**src/rtl/spin_pkg.sv**
```systemverilog
// Shared types and speed constants for the spin motor ramp controller.
// SPIN_IMBALANCE_EN adds the DERATE state.
package spin_pkg;

    localparam int SPEED_W = 11;

    typedef logic [SPEED_W-1:0] spin_speed_t;

    localparam spin_speed_t SPEED_400  = 11'd400;
    localparam spin_speed_t SPEED_800  = 11'd800;
    localparam spin_speed_t SPEED_1200 = 11'd1200;
    localparam spin_speed_t SPEED_1400 = 11'd1400;
    localparam spin_speed_t MAX_SPEED  = SPEED_1400;

    typedef enum logic [2:0] {
        ST_IDLE,
        ST_RAMP_UP,
        ST_HOLD,
        ST_RAMP_DOWN,
        ST_DONE
`ifdef SPIN_IMBALANCE_EN
        ,
        ST_DERATE
`endif
    } spin_state_t;

endpackage

```
**src/rtl/spin_tick_gen.sv**
```systemverilog
// Ramp tick divider: counts 0..TICK_DIV-1 while enabled and emits a one-cycle
// tick on the last count.
module spin_tick_gen #(
    parameter int TICK_DIV = 4
) (
    input  logic clk,
    input  logic reset_n,
    input  logic en,
    input  logic clr,
    output logic tick
);

    localparam int CNT_W = (TICK_DIV > 1) ? $clog2(TICK_DIV) : 1;
    localparam logic [CNT_W-1:0] LAST = CNT_W'(TICK_DIV - 1);

    logic [CNT_W-1:0] cnt;

    always_ff @(posedge clk) begin
        if (!reset_n) begin
            cnt <= '0;
        end else if (clr) begin
            cnt <= '0;
        end else if (en) begin
            cnt <= (cnt == LAST) ? '0 : cnt + CNT_W'(1);
        end
    end

    assign tick = en && !clr && (cnt == LAST);

endmodule

```
**src/rtl/spin_motor_ramp_ctrl.sv**
```systemverilog
// Spin motor speed ramp: latch target, ramp up, hold, ramp down, plus PWM drive.
// Optional imbalance derating is enabled with SPIN_IMBALANCE_EN.
//
// state        | meaning
// -------------+------------------------------------------------
// ST_IDLE      | waiting for start, speed 0
// ST_RAMP_UP   | +min(step, tgt-cur) per tick until cur == tgt
// ST_HOLD      | at target, counting hold_len ticks
// ST_RAMP_DOWN | -min(step, cur) per tick until 0
// ST_DONE      | one-cycle completion pulse
// ST_DERATE    | (imbalance build) stepping down to derated target
module spin_motor_ramp_ctrl
    import spin_pkg::*;
#(
    parameter int TICK_DIV  = 4,
    parameter int RAMP_STEP = 100,
    parameter int MAX_SPEED = int'(spin_pkg::MAX_SPEED)
`ifdef SPIN_IMBALANCE_EN
    ,
    parameter int IMB_SPEED = 400
`endif
) (
    input  logic        clk,
    input  logic        reset_n,
    input  logic [10:0] target_speed,
    input  logic        start,
    input  logic        stop,
    input  logic [15:0] spin_ticks,
`ifdef SPIN_IMBALANCE_EN
    input  logic        imbalance,
`endif
    output logic [10:0] current_speed,
    output logic        motor_pwm,
    output logic        busy,
    output logic        at_speed,
    output logic        done
);

    localparam spin_speed_t STEP = spin_speed_t'(RAMP_STEP);
    localparam spin_speed_t TOP  = spin_speed_t'(MAX_SPEED);

    spin_state_t state, state_n;
    spin_speed_t cur, cur_n, tgt, tgt_n, tgt_eff, lat;
    spin_speed_t up_diff, up_step, dn_step;
    logic [15:0] hold_len, hold_len_n, hold_cnt, hold_cnt_n;
    spin_speed_t pwm_cnt;
    logic        tick;
`ifdef SPIN_IMBALANCE_EN
    localparam spin_speed_t IMB = spin_speed_t'(IMB_SPEED);
    spin_speed_t drt_diff, drt_step;
`endif

    spin_tick_gen #(.TICK_DIV(TICK_DIV)) u_tick (
        .clk     (clk),
        .reset_n (reset_n),
        .en      (state != ST_IDLE),
        .clr     (state == ST_IDLE),
        .tick    (tick)
    );

    always_ff @(posedge clk) begin
        if (!reset_n) begin
            state    <= ST_IDLE;
            cur      <= '0;
            tgt      <= '0;
            hold_len <= '0;
            hold_cnt <= '0;
        end else begin
            state    <= state_n;
            cur      <= cur_n;
            tgt      <= tgt_n;
            hold_len <= hold_len_n;
            hold_cnt <= hold_cnt_n;
        end
    end

    always_comb begin
        state_n    = state;
        cur_n      = cur;
        hold_len_n = hold_len;
        hold_cnt_n = hold_cnt;
        tgt_eff    = tgt;
`ifdef SPIN_IMBALANCE_EN
        // Derated target takes effect in the same cycle imbalance is seen.
        if (imbalance && (state == ST_RAMP_UP || state == ST_HOLD) && tgt > IMB)
            tgt_eff = IMB;
        drt_diff = (cur > tgt_eff) ? cur - tgt_eff : '0;
        drt_step = (drt_diff < STEP) ? drt_diff : STEP;
`endif
        tgt_n   = tgt_eff;
        lat     = (target_speed > TOP) ? TOP : target_speed;
        up_diff = (tgt_eff > cur) ? tgt_eff - cur : '0;
        up_step = (up_diff < STEP) ? up_diff : STEP;
        dn_step = (cur < STEP) ? cur : STEP;

        case (state)
            ST_IDLE: begin
                if (start && !stop) begin
                    tgt_n      = lat;
                    hold_len_n = spin_ticks;
                    hold_cnt_n = '0;
                    state_n    = (lat == '0) ? ST_DONE : ST_RAMP_UP;
                end
            end
            ST_RAMP_UP: begin
                if (stop) begin
                    state_n = ST_RAMP_DOWN;
`ifdef SPIN_IMBALANCE_EN
                end else if (cur > tgt_eff) begin
                    state_n = ST_DERATE;
`endif
                end else if (tick) begin
                    cur_n = cur + up_step;
                    if (cur + up_step == tgt_eff) state_n = ST_HOLD;
                end
            end
            ST_HOLD: begin
                if (stop) begin
                    state_n = ST_RAMP_DOWN;
`ifdef SPIN_IMBALANCE_EN
                end else if (cur > tgt_eff) begin
                    state_n = ST_DERATE;
`endif
                end else if (hold_len == '0) begin
                    state_n = ST_RAMP_DOWN;
                end else if (tick) begin
                    hold_cnt_n = hold_cnt + 16'd1;
                    if (hold_cnt + 16'd1 == hold_len) state_n = ST_RAMP_DOWN;
                end
            end
`ifdef SPIN_IMBALANCE_EN
            ST_DERATE: begin
                if (stop) begin
                    state_n = ST_RAMP_DOWN;
                end else if (tick) begin
                    cur_n = cur - drt_step;
                    if (cur - drt_step == tgt) state_n = ST_HOLD;
                end
            end
`endif
            ST_RAMP_DOWN: begin
                if (tick) begin
                    cur_n = cur - dn_step;
                    if (cur == dn_step) state_n = ST_DONE;
                end
            end
            ST_DONE:  state_n = ST_IDLE;
            default:  state_n = ST_IDLE;
        endcase
    end

    // PWM period is MAX_SPEED cycles; output is registered, one cycle behind cur.
    always_ff @(posedge clk) begin
        if (!reset_n) begin
            pwm_cnt   <= '0;
            motor_pwm <= 1'b0;
        end else begin
            pwm_cnt   <= (pwm_cnt == TOP - 11'd1) ? '0 : pwm_cnt + 11'd1;
            motor_pwm <= (pwm_cnt < cur);
        end
    end

    assign current_speed = cur;
    assign busy          = (state != ST_IDLE);
    assign at_speed      = (state == ST_HOLD);
    assign done          = (state == ST_DONE);

endmodule
```
**config.mk**
```make
export PLATFORM = sky130hd
export DESIGN_NAME = spin_motor_ramp_ctrl
export DESIGN_NICKNAME = d
export VERILOG_FILES = /design/src/rtl/spin_pkg.sv /design/src/rtl/spin_tick_gen.sv /design/src/rtl/spin_motor_ramp_ctrl.sv
export SDC_FILE = /design/constraint.sdc
export NUM_CORES = 1
export LEC_CHECK = 0
export CORE_AREA = 2 2 97 99
export DETAILED_ROUTE_END_ITERATION = 8
export DIE_AREA = 0 0 99 101
export GPL_TIMING_DRIVEN = 0
export PLACE_DENSITY_LB_ADDON = 0.25
export SKIP_LAST_GASP = 1
export SYNTH_ARGS = -nofsm -noshare
export SYNTH_HDL_FRONTEND = slang
export SYNTH_SLANG_ARGS = --single-unit
export TNS_END_PERCENT = 20
```
**constraint.sdc**
```tcl
create_clock -name clk -period 10.57 [get_ports clk]
set_input_delay 1.057 -clock clk [delete_from_list [all_inputs] [get_ports clk]]
set_output_delay 1.057 -clock clk [all_outputs]
set_load 0.05 [all_outputs]
```
Word level (Yosys, flattened, before mapping). Cells that the tools add are included.

Register bits after elaboration: 71. Logic and storage cells: 84.

Add/subtract/negate cells: 6. $lt $le $gt $ge: 5. Eq/ne operators: 21. Mux-type cells: 26. Bitwise gates (word level): 1. Reductions and logical operators: 17.

Operators by type and width (count): 11-bit 2-to-1 mux (7); 16-bit 2-to-1 mux (4); 3-bit 2-to-1 mux (11); 16-bit case mux with 2 select lines (1); 11-bit == test (2); 11-bit by 7-bit less-than comparator with 1-bit output (second input constant) (2); 11-bit case mux with 2 select lines (1); 11-bit subtractor (2); 16-bit by 1-bit adder with 16-bit output (second input constant) (1); 16-bit == test (1); 16-bit logical NOT (1); 2-bit != test (second input constant) (7); 3-bit case mux with 4 select lines (1); 11-bit by 1-bit adder with 11-bit output (second input constant) (1); 11-bit adder (1); 11-bit == test (second input constant) (1); 11-bit > comparator (1); 11-bit > comparator (second input constant) (1); 11-bit logical NOT (1); 11-bit less-than comparator (1); 4-bit by 2-bit != test with 1-bit output (second input constant) (2); 7-bit AND reduction (1); 3-bit by 2-bit == test with 1-bit output (second input constant) (2); 3-bit != test (second input constant) (2); 16 further kinds (21).

Longest topological paths before layout.
Word-level depth: 10. Gate-level depth with buffers: 25. Gate-level depth less buffers: 25.

By module. From an unflattened synthesis, not the netlist that was laid out.

Cell total of the unflattened synthesis: 694. Area, all modules: 5430.2 µm².

Modules (own cells, without submodules): spin_motor_ramp_ctrl (times used 1, cells an instance 684, area each 5325.1 µm², seq. area each 1381.3 µm²); spin_tick_gen (times used 1, cells an instance 10, area each 105.1 µm², seq. area each 40.0 µm²).

Worst setup path before layout. OpenSTA, ideal clock, no wires.

Path kind: flip-flop to flip-flop. Start: reg cur[1] (netlist: current_speed[1]). End: reg state[0]. Arrival time: 4.971 ns. Path slack: 5.475 ns. Stages on the path, launching flop included: 22. Clock period less this slack: 5.095 ns. Cell sequence: dfxtp_1 > inv_1 > fa_1 > a21o_1 > a21oi_1 > o21bai_1 > a21oi_1 > o21ai_0 > mux2i_1 > nand3_1 > a311o_1 > or2_2 > fa_1 > nor2b_1 > o21a_1 > nor3_1 > a311o_1 > nand2_1 > nand4_1 > nor4b_4 > a22oi_1 > mux2i_1.

Word-level cells in the longest chain between the ends: 8. Elaborated cells on any way between the ends: 13. Classes of those cells: 2 x add/sub; 3 x order compare; 4 x eq/ne; 3 x mux; 1 x reduce/logical.

RTL lines: start: declaration (line spin_motor_ramp_ctrl.sv:43) `spin_speed_t cur, cur_n, tgt, tgt_n, tgt_eff, lat;`; start signal: assignment (line spin_motor_ramp_ctrl.sv:70) `cur <= cur_n;`; 11-bit subtractor or 11-bit > comparator (tied branches) (line spin_motor_ramp_ctrl.sv:92) `up_diff = (tgt_eff > cur) ? tgt_eff - cur : '0;`; 11-bit 2-to-1 mux (line spin_motor_ramp_ctrl.sv:92); 11-bit by 7-bit less-than comparator with 1-bit output (line spin_motor_ramp_ctrl.sv:93) `up_step = (up_diff < STEP) ? up_diff : STEP;`; 11-bit 2-to-1 mux (line spin_motor_ramp_ctrl.sv:93); 11-bit adder (line spin_motor_ramp_ctrl.sv:114) `if (cur + up_step == tgt_eff) state_n = ST_HOLD;`; 11-bit == test (line spin_motor_ramp_ctrl.sv:114); 3-bit != test (no line); 7-bit AND reduction (no line) *; end signal: assignment (line spin_motor_ramp_ctrl.sv:69) `state <= state_n;`; end: declaration (line spin_motor_ramp_ctrl.sv:42) `spin_state_t state, state_n;`.

Every way passes the cells marked *; elsewhere a longest branch is shown, timed or not. A chain may end at the register's enable or synchronous reset.

Worst setup path in the final report. Ends and elaborated chain as after synthesis.

==> results.txt <==
FMAX = 0.183 GHz
Initial antenna violation count = 0
Sw Share = 37.4%
Yosys top cell by area = dfxtp_1
Total Wirelength = 14900 um
Die height = 101 um
Max-slew violations = 0
Final non-filler cell total = 861
Flop pwr share = 35.0%
PwrDens = 142 nW/um^2
Post-synth EDFFs = 0
Seq/Total Area, Yosys = 27.0%
Count leader, synth = a21oi_1
Core Footprint = 8980 um^2
Routed len/inst = 17.3 um
Hold Crit Class = reg -> reg
CTS Hold Buffers Added = 0
Placer Congestion = 0.985
Unique cell type count in the Yosys netlist = 65
Worst endpoint required time = 10860 ps
Avg Cell Area, Syn = 7.65 um^2
Vias in the first global route = 4869
Placed insts = 845
Global-route wire length before repair = 23800 um
CP max FO = 8
VDD IR max = 0.0000668 V
Synthesized cell area = 5270 um^2
Post-cts resize count = 0
Ys Warns = 0
R2r worst-path depth = 23
Critical path class = reg -> reg
Port Buf Inserts = 44
Clk buf depth = 2
Detail Route Antenna Nets = 0
Row cnt = 35
Final TNS setup = 0 ps
Slew HR = 41.0%
Gr ovfl total = 0
Synth Flop Type = dfxtp_1
RSZ-0062 raised after global routing = false
Crit path launch type = register
Comb pwr share = 37.0%
DP HPWL = 11200 um
Dpl ws = 5190 ps
Chip width = 99 um
Starting DRT DRC Count = 393
Post-CTS Setup Bufs = 0
Clock sinks = 71
Pre-antenna DRT Iters = 5
Via density = 6.10
CTS buffer count = 9
Clk pin slew, worst setup/hold paths = 90 ps
Layout cell share with drive strength beyond 1 = 7.07%
Total number of vias = 5252
Slew @ Worst Pin = 883 ps
Tcrit/Tclk final = 51.8%
Clock skew = 14.7 ps
DIE AREA = 10000 um^2
GRT Total Usage = 29.9%
CTS tree = done
Synth-to-layout area growth = 15.2%
Synthesized instance count = 688
Clock Power Share = 28.0%
Starting Density = 58.7%
Min Hold Slack = 427 ps
Pin count of the biggest net entering global routing = 14
P_sw = 0.322 mW
Post-route cell area = 6070 um^2
WP data arrival = 5770 ps
Root Buffer = clkbuf_8
Setup violators final = 0
#FFs+latches synth = 71
Worst-Skew Late Latency = 360 ps
Top Ports = 46
Number of cells on the worst hold path = 1
Total power = 0.861 mW
Outcome = finished clean
Final Critical Period = 5480 ps
Ys async rst share = 0%
Final worst slack = 5090 ps
Worst setup EP type = register
Commonest cells in the netlist = 74 x a21oi_1, 71 x dfxtp_1, 70 x nor2_1
# nets final = 813
Synth area leaders = dfxtp_1 27%, ha_1 8.3%, a21oi_1 7.0%
Int Pwr = 0.539 mW
MaxCap Viol Count = 0
Synth top area share = 27.0%
Placed instance area = 5850 um^2
Post-layout util = 67.6%
Drc violations = 0
Leakage dissipation = 2.32 nW
H-tree depth = 3
Ant. Diodes = 0
Fin. Hold Viols = 0
[final timing paths]
check / slack [ps] / end / start
setup / recovery: 5090 / state[0] / current_speed[1]
hold / removal: 430 / u_tick.cnt[0] / u_tick.cnt[0]
setup reg to reg: 5090 / state[0] / current_speed[1]
hold reg to reg: 430 / u_tick.cnt[0] / u_tick.cnt[0]
[state kept, by name, summed over array words and instances, names as in the netlist]
name and count:
u_tick.cnt 2, hold_cnt 16, current_speed 11, tgt 11, pwm_cnt 11, state 3
hold_len 16, motor_pwm 1
[power by group through the flow]
stage	Combinational, mW	Sequential, mW	Clock [mW]
after floorplan	0.233	0.303	0
after global placement	0.302	0.306	0
after detailed placement	0.310	0.307	0
after CTS	0.312	0.301	0.242
after global routing	0.349	0.303	0.254
final	0.319	0.301	0.241
[logic make-up (layout without fill, tap and decap cells)]
family | after synthesis | count (layout) | synth area share (%)
simple gates | 269 | 269 | 26.7
xor+xnor | 55 | 55 | 9.15
other cells | 2 | 4 | 0.143
fa+ha+maj | 37 | 37 | 9.08
flops | 71 | 71 | 27.0
buf+inv | 59 | 119 | 4.66
compound gates | 192 | 192 | 22.7
mux | 3 | 3 | 0.594
[final cells by class]
| type | count | area [um^2] |
|---|---|---|
| Buffer | 32 | 144 |
| Clock buffer | 11 | 151 |
| Clock inverter | 5 | 63.8 |
| Fill cell | 769 | 2910 |
| Inverter | 27 | 101 |
| Multi-Input combinational cell | 560 | 3610 |
| Sequential cell | 71 | 1420 |
| Tap cell | 111 | 139 |
| Timing Repair Buffer | 44 | 440 |
[worst max-delay path: stages, from the launching register on]
cell	delay [ps]
dfxtp_1	520
inv_1	230
fa_1	500
a21o_1	170
a21oi_1	220
o21bai_1	90
a21oi_1	220
o21ai_0	150
mux2i_1	160
nand3_1	180
a311o_1	430
nor2_1	120
ha_1	200
inv_1	60
fa_1	400
nor2b_1	170
o2111ai_1	160
a31oi_1	280
a21o_1	160
a21oi_1	70
xnor2_1	310
xor2_1	160
a22oi_1	230
mux2i_1	220
[cells in the final DEF (no fill, tap or decap), types with 11 or more instances in the layout]
master	netlist	routed
nand2_1	69	69
a21oi_1	74	74
clkbuf_8	0	11
nor3_1	12	12
nand3_1	25	25
xnor2_1	35	35
o21ai_0	41	41
nand4_1	12	12
clkdlybuf4s50_1	0	44
ha_1	35	35
clkbuf_1	22	22
dfxtp_1	71	71
nor2_1	70	70
inv_1	26	26
xor2_1	20	20
a211oi_1	11	11
[layer usage]
| metal | share of wire [%] | vias up | global-route usage, % |
|---|---|---|---|
| met5 | 0 | - | 0 |
| met4 | 3.8 | 0 | 14.3 |
| met3 | 5.5 | 43 | 5.69 |
| met2 | 47 | 186 | 50.2 |
| met1 | 43 | 2437 | 36.8 |
| li1 | - | 2586 | - |
Power figures use the tool's default switching activity.
